File: config.mk
export PLATFORM = sky130hd
export DESIGN_NAME = sar_multi_ch_controller_flat
export DESIGN_NICKNAME = d
export VERILOG_FILES = /design/src/rtl/sar_pkg.sv /design/src/rtl/sar_multi_ch_controller_if.sv /design/src/rtl/sar_rr_picker.sv /design/src/rtl/sar_multi_ch_controller.sv /design/src/flat_wrapper.sv
export SDC_FILE = /design/constraint.sdc
export NUM_CORES = 1
export LEC_CHECK = 0
export BUFFER_PORTS_ARGS = -buffer_cell sky130_fd_sc_hd__buf_4
export CAP_MARGIN = 25
export CORE_ASPECT_RATIO = 1.25
export CORE_MARGIN = 4
export CORE_UTILIZATION = 60
export CTS_CLUSTER_SIZE = 24
export DETAILED_ROUTE_END_ITERATION = 7
export GPL_TIMING_DRIVEN = 1
export PLACE_DENSITY = 0.94
export SETUP_SLACK_MARGIN = 0.3
export SLEW_MARGIN = 10
export SYNTH_ARGS = -nofsm -noshare
export SYNTH_HDL_FRONTEND = slang
export SYNTH_SLANG_ARGS = --single-unit
export TNS_END_PERCENT = 5
File: constraint.sdc
create_clock -name clk -period 4.9 [get_ports clk]
set_input_delay 0 -clock clk [delete_from_list [all_inputs] [get_ports clk]]
set_output_delay 0 -clock clk [all_outputs]
set_load 0.05 [all_outputs]
File: src/rtl/sar_pkg.sv
// Shared types and helpers for the multi-channel SAR controller.
// Latency: none (types and pure functions only).
// Backpressure: not applicable.
package sar_pkg;

    typedef enum logic [1:0] {
        IDLE    = 2'd0,
        SAMPLE  = 2'd1,
        CONVERT = 2'd2,
        DONE    = 2'd3
    } sar_state_e;

    localparam int MAX_CH = 32;

    // One S/H cycle, one cycle per bit and one DONE cycle.
    function automatic int min_period(input int num_bits);
        return num_bits + 2;
    endfunction

    // Lowest enabled channel above last, otherwise wrap to the lowest enabled channel.
    function automatic int next_channel(input logic [MAX_CH-1:0] mask,
                                        input int last,
                                        input int num_ch);
        int above;
        int lowest;
        above  = -1;
        lowest = -1;
        for (int i = MAX_CH - 1; i >= 0; i--) begin
            if (i < num_ch && mask[i]) begin
                lowest = i;
                if (i > last) begin
                    above = i;
                end
            end
        end
        if (above >= 0) begin
            return above;
        end
        return (lowest >= 0) ? lowest : 0;
    endfunction

endpackage

File: src/rtl/sar_multi_ch_controller_if.sv
// Result stream: tagged conversion result with valid/ready and sticky overrun.
// Latency: none (wires only).
// Backpressure: consumer holds data_ready low; producer overwrites and flags overrun.
interface sar_multi_ch_controller_if #(
    parameter int NUM_BITS = 4,
    parameter int CH_W     = 2
);
    logic [NUM_BITS-1:0] data_out;
    logic [CH_W-1:0]     data_ch;
    logic                data_valid;
    logic                data_ready;
    logic                overrun;

    modport master (
        output data_out,
        output data_ch,
        output data_valid,
        output overrun,
        input  data_ready
    );

    modport slave (
        input  data_out,
        input  data_ch,
        input  data_valid,
        input  overrun,
        output data_ready
    );
endinterface

File: src/rtl/sar_rr_picker.sv
// Round-robin channel picker over the enabled-channel mask.
// Latency: combinational.
// Backpressure: none.
module sar_rr_picker
    import sar_pkg::*;
#(
    parameter int NUM_CH = 4,
    parameter int CH_W   = 2
) (
    input  logic [NUM_CH-1:0] ch_mask,
    input  logic [CH_W-1:0]   last_ch,
    output logic [CH_W-1:0]   next_ch
);

    logic [MAX_CH-1:0] mask_ext;

    always_comb begin
        mask_ext               = '0;
        mask_ext[NUM_CH-1:0]   = ch_mask;
        next_ch                = CH_W'(next_channel(mask_ext, int'(last_ch), NUM_CH));
    end

endmodule

File: src/rtl/sar_multi_ch_controller.sv
// Multi-channel SAR sequencer: periodic sample pulse, bit search, tagged result output.
// Latency: sample_sig at t gives data_valid at t+NUM_BITS+2.
// Backpressure: none upstream; an unaccepted result is overwritten and overrun sticks.
module sar_multi_ch_controller
    import sar_pkg::*;
#(
    parameter int NUM_BITS = 4,
    parameter int NUM_CH   = 4,
    parameter int RATE_W   = 8
) (
    input  logic                                         clk,
    input  logic                                         rst_n,
    input  logic                                         enable,
    input  logic [RATE_W-1:0]                            rate_div,
    input  logic [NUM_CH-1:0]                            ch_mask,
    input  logic                                         cmp_out,
    output logic                                         sample_sig,
    output logic [((NUM_CH > 1) ? $clog2(NUM_CH) : 1)-1:0] ch_sel,
    output logic [NUM_BITS-1:0]                          dac_code,
    output logic                                         busy,
    sar_multi_ch_controller_if.master                    res
);

    localparam int CH_W  = (NUM_CH > 1) ? $clog2(NUM_CH) : 1;
    localparam int BIT_W = $clog2(NUM_BITS);
    localparam int MIN_P = min_period(NUM_BITS);
    localparam int CNT_W = (RATE_W > $clog2(MIN_P + 1)) ? RATE_W : $clog2(MIN_P + 1);

    localparam logic [1:0] ST_IDLE    = IDLE;
    localparam logic [1:0] ST_SAMPLE  = SAMPLE;
    localparam logic [1:0] ST_CONVERT = CONVERT;
    localparam logic [1:0] ST_DONE    = DONE;

    logic [1:0]          state;
    logic [CNT_W-1:0]    cnt;
    logic [CNT_W-1:0]    period;
    logic [CNT_W-1:0]    rate_clamped;
    logic                run;
    logic                tick;
    logic                start;
    logic [BIT_W-1:0]    bit_idx;
    logic [NUM_BITS-1:0] dac_next;
    logic [CH_W-1:0]     last_ch;
    logic [CH_W-1:0]     next_ch;

    sar_rr_picker #(
        .NUM_CH (NUM_CH),
        .CH_W   (CH_W)
    ) u_picker (
        .ch_mask (ch_mask),
        .last_ch (last_ch),
        .next_ch (next_ch)
    );

    always_comb begin
        rate_clamped = CNT_W'(rate_div);
        if (CNT_W'(rate_div) < CNT_W'(MIN_P)) begin
            rate_clamped = CNT_W'(MIN_P);
        end
    end

    // Tick fires on the last count of a period so the SAMPLE cycle lines up with count 0;
    // the first tick after enable rises comes straight away because run is still clear.
    assign tick  = enable && (!run || (cnt == period - CNT_W'(1)));
    assign start = tick && (ch_mask != '0) && ((state == ST_IDLE) || (state == ST_DONE));

    assign sample_sig = (state == ST_SAMPLE);
    assign busy       = (state != ST_IDLE);

    always_comb begin
        dac_next          = dac_code;
        dac_next[bit_idx] = cmp_out;
        if (bit_idx != '0) begin
            dac_next[bit_idx - BIT_W'(1)] = 1'b1;
        end
    end

    always_ff @(posedge clk or negedge rst_n) begin
        if (!rst_n) begin
            cnt    <= '0;
            period <= CNT_W'(MIN_P);
            run    <= 1'b0;
        end else if (!enable) begin
            cnt <= '0;
            run <= 1'b0;
        end else if (tick) begin
            cnt    <= '0;
            run    <= 1'b1;
            period <= rate_clamped;
        end else begin
            cnt <= cnt + CNT_W'(1);
        end
    end

    // At the minimum period the next tick lands in DONE, so DONE may chain straight into SAMPLE.
    always_ff @(posedge clk or negedge rst_n) begin
        if (!rst_n) begin
            state    <= ST_IDLE;
            ch_sel   <= '0;
            last_ch  <= CH_W'(NUM_CH - 1);
            dac_code <= '0;
            bit_idx  <= '0;
        end else begin
            case (state)
                ST_SAMPLE: begin
                    state    <= ST_CONVERT;
                    dac_code <= {1'b1, {(NUM_BITS-1){1'b0}}};
                    bit_idx  <= BIT_W'(NUM_BITS - 1);
                end
                ST_CONVERT: begin
                    dac_code <= dac_next;
                    bit_idx  <= bit_idx - BIT_W'(1);
                    if (bit_idx == '0) begin
                        state <= ST_DONE;
                    end
                end
                default: begin
                    if (start) begin
                        state   <= ST_SAMPLE;
                        ch_sel  <= next_ch;
                        last_ch <= next_ch;
                    end else begin
                        state <= ST_IDLE;
                    end
                end
            endcase
        end
    end

    always_ff @(posedge clk or negedge rst_n) begin
        if (!rst_n) begin
            res.data_out   <= '0;
            res.data_ch    <= '0;
            res.data_valid <= 1'b0;
            res.overrun    <= 1'b0;
        end else if (state == ST_DONE) begin
            res.data_out   <= dac_code;
            res.data_ch    <= ch_sel;
            res.data_valid <= 1'b1;
            if (res.data_valid && !res.data_ready) begin
                res.overrun <= 1'b1;
            end
        end else if (res.data_valid && res.data_ready) begin
            res.data_valid <= 1'b0;
        end
    end

endmodule

File: src/flat_wrapper.sv
// flat-port wrapper written by rule: the top's interface ports become plain ports
module sar_multi_ch_controller_flat import sar_pkg::*;
#(
    parameter int NUM_BITS = 4,
    parameter int NUM_CH   = 4,
    parameter int RATE_W   = 8
)
  (clk, rst_n, enable, rate_div, ch_mask, cmp_out, sample_sig, ch_sel, dac_code, busy, res_data_out, res_data_ch, res_data_valid, res_overrun, res_data_ready);
  sar_multi_ch_controller_if #(.NUM_BITS(NUM_BITS), .CH_W((2))) res_i ();
  input  logic clk;
  input  logic rst_n;
  input  logic enable;
  input  logic [RATE_W-1:0] rate_div;
  input  logic [NUM_CH-1:0] ch_mask;
  input  logic cmp_out;
  output logic sample_sig;
  output logic [((NUM_CH > 1) ? $clog2(NUM_CH) : 1)-1:0] ch_sel;
  output logic [NUM_BITS-1:0] dac_code;
  output logic busy;
  output wire logic [$bits(res_i.data_out)-1:0] res_data_out;
  output wire logic [$bits(res_i.data_ch)-1:0] res_data_ch;
  output wire logic [$bits(res_i.data_valid)-1:0] res_data_valid;
  output wire logic [$bits(res_i.overrun)-1:0] res_overrun;
  input wire logic [$bits(res_i.data_ready)-1:0] res_data_ready;
  assign res_data_out = res_i.data_out;
  assign res_data_ch = res_i.data_ch;
  assign res_data_valid = res_i.data_valid;
  assign res_overrun = res_i.overrun;
  assign res_i.data_ready = res_data_ready;
  sar_multi_ch_controller #(.NUM_BITS(NUM_BITS), .NUM_CH(NUM_CH), .RATE_W(RATE_W)) u_core (.clk(clk), .rst_n(rst_n), .enable(enable), .rate_div(rate_div), .ch_mask(ch_mask), .cmp_out(cmp_out), .sample_sig(sample_sig), .ch_sel(ch_sel), .dac_code(dac_code), .busy(busy), .res(res_i));
endmodule
After elaboration in Yosys (flattened, before gate mapping)

Index checks and enable logic that the tools add are counted.

Word-level logic and storage cells: 87
Bits in registers: 37

Mux-type cells: 32
Add/subtract/negate cells: 3
Eq/ne operators: 6
Reductions and logical operators: 22
Bitwise operators: 2
$lt $le $gt $ge: 10

Operators by type and width:

| operator                                                                      | number |
|---|---|
| 32-bit two-way mux                                                            | 10 |
| 32-bit by 1-bit >= comparator with 1-bit output (second input constant)       | 2 |
| 8-bit two-way mux                                                             | 3 |
| 8-bit by 1-bit adder with 8-bit output (second input constant)                | 1 |
| 8-bit equality test                                                           | 1 |
| 8-bit by 3-bit less-than comparator with 1-bit output (second input constant) | 1 |
| 1-bit two-way mux                                                             | 8 |
| 2-bit two-way mux                                                             | 4 |
| 2-bit one-hot mux with 2 select lines                                         | 2 |
| 4-bit one-hot mux with 2 select lines                                         | 1 |
| 2-bit nonzero test                                                            | 4 |
| 8-bit by 1-bit subtractor with 8-bit output (second input constant)           | 1 |
| 1-bit logical AND                                                             | 7 |
| 2-bit by 3-bit less-than comparator with 1-bit output (second input constant) | 2 |
| 2-bit AND reduction                                                           | 3 |
| 4-bit bitwise mux                                                             | 1 |
| 1-bit demux with 2-bit select                                                 | 2 |
| 2-bit equality test (second input constant)                                   | 2 |
| 2-bit by 1-bit >= comparator with 1-bit output (second input constant)        | 2 |
| 2-bit > comparator (first input constant)                                     | 2 |
| 2-bit zero test                                                               | 2 |
| 4-bit two-way mux                                                             | 1 |
| 2-bit by 1-bit inequality test with 1-bit output (second input constant)      | 2 |
| 4-bit OR                                                                      | 1 |
| 8 further kinds                                                               | 10 |

Logic depth before layout (Yosys ltp)

Depth after elaboration: 10
Depth in mapped cells: 8

By module

Synthesis repeated with hierarchy kept, for this count alone.

Cells, all modules: 185
Area total of the unflattened synthesis: 2031.9 um^2

Modules (own cells, without submodules):

| module                  | area each (um^2) | cells each | seq. area each (um^2) | times used |
|---|---|---|---|---|
| sar_multi_ch_controller | 1969.4           | 175        | 930.9                 | 1 |
| sar_rr_picker           | 62.6             | 10         | 0.0                   | 1 |

Worst setup path after synthesis

No wires, ideal clock.

Kind: reg-to-reg
Start: register u_core.period[1]
End: register u_core.ch_sel[0] (netlist bit)
Setup slack: 2340 ps
Data required time: 4772 ps
Buffers on the path: 0
Clock period less this slack: 2560 ps
Arrival: 2432 ps
Stages on the path, launching flop included: 9
Cell sequence: dfstp_2 inv_1 ha_1 o21bai_1 a2111oi_0 a311oi_2 a211oi_2 o211a_1 mux2_1

Cells in the longest elaborated chain, start to end: 7

Ends and longest elaborated chain:

| item                                        | line                           | text |
|---|---|---|
| from (decl)                                 | sar_multi_ch_controller.sv:36  | `logic [CNT_W-1:0] period;` |
| from (signal assigned)                      | sar_multi_ch_controller.sv:81  | `period <= CNT_W'(MIN_P);` |
| from (signal assigned)                      | sar_multi_ch_controller.sv:89  | `period <= rate_clamped;` |
| 8-bit by 1-bit subtractor with 8-bit output | sar_multi_ch_controller.sv:64  | `assign tick = enable && (!run \|\| (cnt == period - CNT_W'(1)));` |
| 8-bit equality test                         | sar_multi_ch_controller.sv:64  |  |
| 1-bit logical OR                            | sar_multi_ch_controller.sv:64  |  |
| 1-bit logical AND                           | sar_multi_ch_controller.sv:64  |  |
| 1-bit logical AND (2 in a row)              | sar_multi_ch_controller.sv:65  | `assign start = tick && (ch_mask != '0) && ((state == ST_IDLE) \|\| (state == ST_DONE));` |
| 2-bit AND reduction (no source line)        | --                             |  |
| to (signal assigned)                        | sar_multi_ch_controller.sv:120 | `ch_sel <= next_ch;` |
| to (decl)                                   | sar_multi_ch_controller.sv:18  | `output logic [((NUM_CH > 1) ? $clog2(NUM_CH) : 1)-1:0] ch_sel,` |

Every way passes these cells.
A chain may end at the register's enable or synchronous reset.

Final worst setup path

Ends and elaborated chain as after synthesis.

==> results.json <==
{
  "status": "finished, final reports clean",
  "cp_num_buf_inv": 1,
  "critPathCaptureType": "register",
  "final_core_utilization_pct": 76.5,
  "avgViaCountPerCell": 5.85,
  "synth_area_mm2": 0.00205,
  "count_of_tritonroute_iterations_in_the_first_routing_pass": 4,
  "grt_remaining_overflow": 0,
  "global_route.usage.total_pct": 23.7,
  "area_delta_synth_final_pct": 21.2,
  "postPlaceCellArea_mm2": 0.00232,
  "synth.lib_cells_used.distinct": 44,
  "antenna_violating_nets_post_route": 0,
  "final.period_utilization_pct": 58.5,
  "drt_iter0_markers": 48,
  "cp-start-kind": "register",
  "cts_inserted_buffers": 5,
  "synthCells": 196,
  "total_count_of_hold_check_failures_in_the_final_report": 0,
  "synth_async_sr_flop_share_pct": 100,
  "cp.arrival_ps": 3040,
  "syn_avg_cell_area_um2": 10.5,
  "path_clk_slew_ps": 80,
  "fin_crit_ps": 2870,
  "synth.ff_latch_count": 37,
  "achievable-frequency_ghz": 0.349,
  "power.clock.fraction_pct": 16.3,
  "cp_max_fo": 8,
  "insertedDiodeCount": 0,
  "cts_tree": "yes",
  "post_cts.repair.setup_buffers": 0,
  "power_switching_uw": 600,
  "routedWlPerCell_um": 16.5,
  "number_of_enable_type_register_cells_in_the_synthesized_netlist": 0,
  "die-area_mm2": 0.00443,
  "core-area_mm2": 0.00325,
  "stdcell_area_mm2": 0.00249,
  "ioPinCount": 33,
  "first_global_vias": 1650,
  "postRouteWirelength_mm": 4.54,
  "antenna_found_initial": 0,
  "setup_viol": 0,
  "worst_slew_pin_slew_ps": 520,
  "clk_path_buf_depth": 2,
  "fin_tns_setup_ps": 0,
  "power.share.switching_pct": 44.5,
  "holdBufCountCts": 8,
  "yosys_warnings": 0,
  "cts_root_buffer": "sky130_fd_sc_hd__clkbuf_8",
  "rsz0062_at_grt": "no",
  "synth_ff_type": "sky130_fd_sc_hd__dfrtp_1",
  "critical-path-top-delay-family": "compound AO/OA/AOI/OAI gates",
  "io_buffers": 32,
  "hold_path_class": "in2reg",
  "gp_congestion": 0.864,
  "timing.final.max_slew_violations": 0,
  "floorplan.rows": 23,
  "worstPathCellList": "inv_1 > ha_1 > o21bai_1 > a2111oi_0 > a311oi_2 > a211oi_2 > o211a_1 > mux2_1",
  "fp.dieH_um": 73.4,
  "power_frac_seq_pct": 35.5,
  "max_cap_viol_count": 0,
  "initial_core_util_pct": 63.1,
  "max-vdd-ir-drop_mv": 0.626,
  "power.share.combinational_pct": 48.1,
  "critical_path.slowest_cell": "sky130_fd_sc_hd__dfstp_2",
  "htree_num_levels": 2,
  "timing.max_slew.rel_slack_pct": 64.4,
  "critical_path_class": "reg2reg",
  "cts.sink_count": 37,
  "final_layout_size_suffix_gt1_share_pct": 24.4,
  "clk_latency_ps": 300,
  "worst_ep_required_time_ps": 5080,
  "synthesized_nets": 223,
  "internal_power_uw": 748,
  "postCtsResizedCells": 0,
  "cellPowerDensity_mw_per_mm2": 542,
  "seq_area_frac_synth_pct": 45.4,
  "first_pass_grt_wire_length_mm": 7.63,
  "critical-path-max-stage-delay_ps": 560,
  "dieWidth_um": 60.3,
  "number_of_vias_in_the_routed_layout": 1608,
  "drc": 0,
  "static-leakage-power_uw": 0.00120,
  "finalNetCount": 265,
  "grt_max_degree": 38,
  "clock_skew_ps": 8.69,
  "hpwlAfterDp_mm": 3.16
}
[worst min-delay path: stages]
cell,delay [ps]
sky130_fd_sc_hd__buf_4,80
sky130_fd_sc_hd__nor2_1,40
sky130_fd_sc_hd__mux2i_1,130
[layout by cell type, fill, tap and decap left out, types with 2 or more instances in the layout]
cell and count:
sky130_fd_sc_hd__a21oi_1 6, sky130_fd_sc_hd__a22oi_1 3, sky130_fd_sc_hd__a31oi_1 2, sky130_fd_sc_hd__and3_1 4, sky130_fd_sc_hd__buf_4 32, sky130_fd_sc_hd__clkbuf_8 6, sky130_fd_sc_hd__dfrtp_1 33, sky130_fd_sc_hd__dfstp_2 4
sky130_fd_sc_hd__dlygate4sd3_1 8, sky130_fd_sc_hd__ha_1 10, sky130_fd_sc_hd__inv_1 16, sky130_fd_sc_hd__mux2_1 2, sky130_fd_sc_hd__mux2_2 6, sky130_fd_sc_hd__mux2_4 5, sky130_fd_sc_hd__mux2i_1 6, sky130_fd_sc_hd__nand2_1 5
sky130_fd_sc_hd__nand2b_1 3, sky130_fd_sc_hd__nand3_1 8, sky130_fd_sc_hd__nand3b_1 2, sky130_fd_sc_hd__nor2_1 19, sky130_fd_sc_hd__nor2b_1 5, sky130_fd_sc_hd__nor3_1 3, sky130_fd_sc_hd__o21ai_0 9, sky130_fd_sc_hd__o22ai_1 5
sky130_fd_sc_hd__xnor2_1 5, sky130_fd_sc_hd__xor2_1 10
[Yosys cell counts, types with 2 or more instances]
library cell | count | share of area (%)
sky130_fd_sc_hd__a22oi_1 | 3 | 1.1
sky130_fd_sc_hd__nand3_1 | 8 | 2.0
sky130_fd_sc_hd__mux2_1 | 2 | 1.1
sky130_fd_sc_hd__a31oi_1 | 2 | 0.61
sky130_fd_sc_hd__a21oi_1 | 6 | 1.5
sky130_fd_sc_hd__o22ai_1 | 5 | 1.5
sky130_fd_sc_hd__mux2_2 | 6 | 3.3
sky130_fd_sc_hd__xor2_1 | 10 | 4.3
sky130_fd_sc_hd__nor3_1 | 3 | 0.73
sky130_fd_sc_hd__o21ai_0 | 9 | 2.2
sky130_fd_sc_hd__dfrtp_1 | 33 | 40
sky130_fd_sc_hd__nor2_1 | 19 | 3.5
sky130_fd_sc_hd__nand3b_1 | 2 | 0.73
sky130_fd_sc_hd__dfstp_2 | 4 | 5.1
sky130_fd_sc_hd__clkbuf_1 | 5 | 0.91
sky130_fd_sc_hd__and3_1 | 4 | 1.2
sky130_fd_sc_hd__xnor2_1 | 5 | 2.1
sky130_fd_sc_hd__nand2_1 | 5 | 0.91
sky130_fd_sc_hd__inv_1 | 16 | 2.9
sky130_fd_sc_hd__ha_1 | 10 | 6.1
sky130_fd_sc_hd__mux2_4 | 5 | 3.7
sky130_fd_sc_hd__nand2b_1 | 3 | 0.91
sky130_fd_sc_hd__nor2b_1 | 5 | 1.5
sky130_fd_sc_hd__mux2i_1 | 6 | 2.9
[final timing paths]
path | start | to | slack [ps] | cells after the start
max | u_core.period[1] | u_core.ch_sel[0] | 2030 | 8
min in group asynchronous | rst_n | u_core.period[0] | 180 | 2
max in group asynchronous | rst_n | u_core.last_ch[0] | 4360 | 2
min | rate_div[2] | u_core.period[2] | 10 | 3
max reg2reg | u_core.period[1] | u_core.ch_sel[0] | 2030 | 8
min reg2reg | u_core.res.overrun | u_core.res.overrun | 480 | 1
[power by group through the flow]
stage	registers [uW]	logic (uW)	clock network, uW
floorplan	622	312	0
global placement	476	621	0
detailed placement	478	643	0
CTS	476	652	223
global route	489	703	235
finish	479	649	220
[per-stage QoR]
stage	cells	setup slack, ps	hold slack, ps	power, uW
after floorplan	196	2340	-296	934
after global placement	260	2220	-18.7	1100
after detailed placement	260	2060	-12.9	1120
after CTS	275	2040	4.24	1350
after global routing	275	1900	21.2	1430
final	275	2030	13.3	1350
[flip-flops by register name (all words and copies together) (netlist names), 2 cells and up]
name	cells
u_core.bit_idx	2
u_core.ch_sel	2
u_core.cnt	8
u_core.dac_code	4
u_core.last_ch	2
u_core.period	8
u_core.res.data_ch	2
u_core.res.data_out	4
u_core.state	2
[layer usage]
metal	GRT usage, %	share of wire (%)	wire length (um)	up-vias
met5	0	0	0	-
met4	11.1	2.0	91	0
met3	4.92	4.7	211	10
met2	42.2	55	2490	52
met1	26.4	38	1740	778
li1	-	-	-	768
[logic make-up (layout without fill, tap and decap cells)]
kind of cell,count (synthesis),after routing,synth area share (%)
DFF,37,37,45.4
adders and majority gates,10,10,6.10
buffers and inverters,21,63,3.84
muxes,19,19,11.0
AOI/OAI and AO/OA,39,39,13.5
and+or+nand+nor,55,55,13.8
xor gates and xnor gates,15,15,6.40
[cell type report]
type                    instances  area (um2)
fillers                       223         766
clock buffers                   7        86.3
multi-input cells             138        1040
repair buffers                 40         320
well taps                      37        46.3
flip-flops and latches         37         931
inverters                      16        60.1
(Power assumes the default switching activity.)
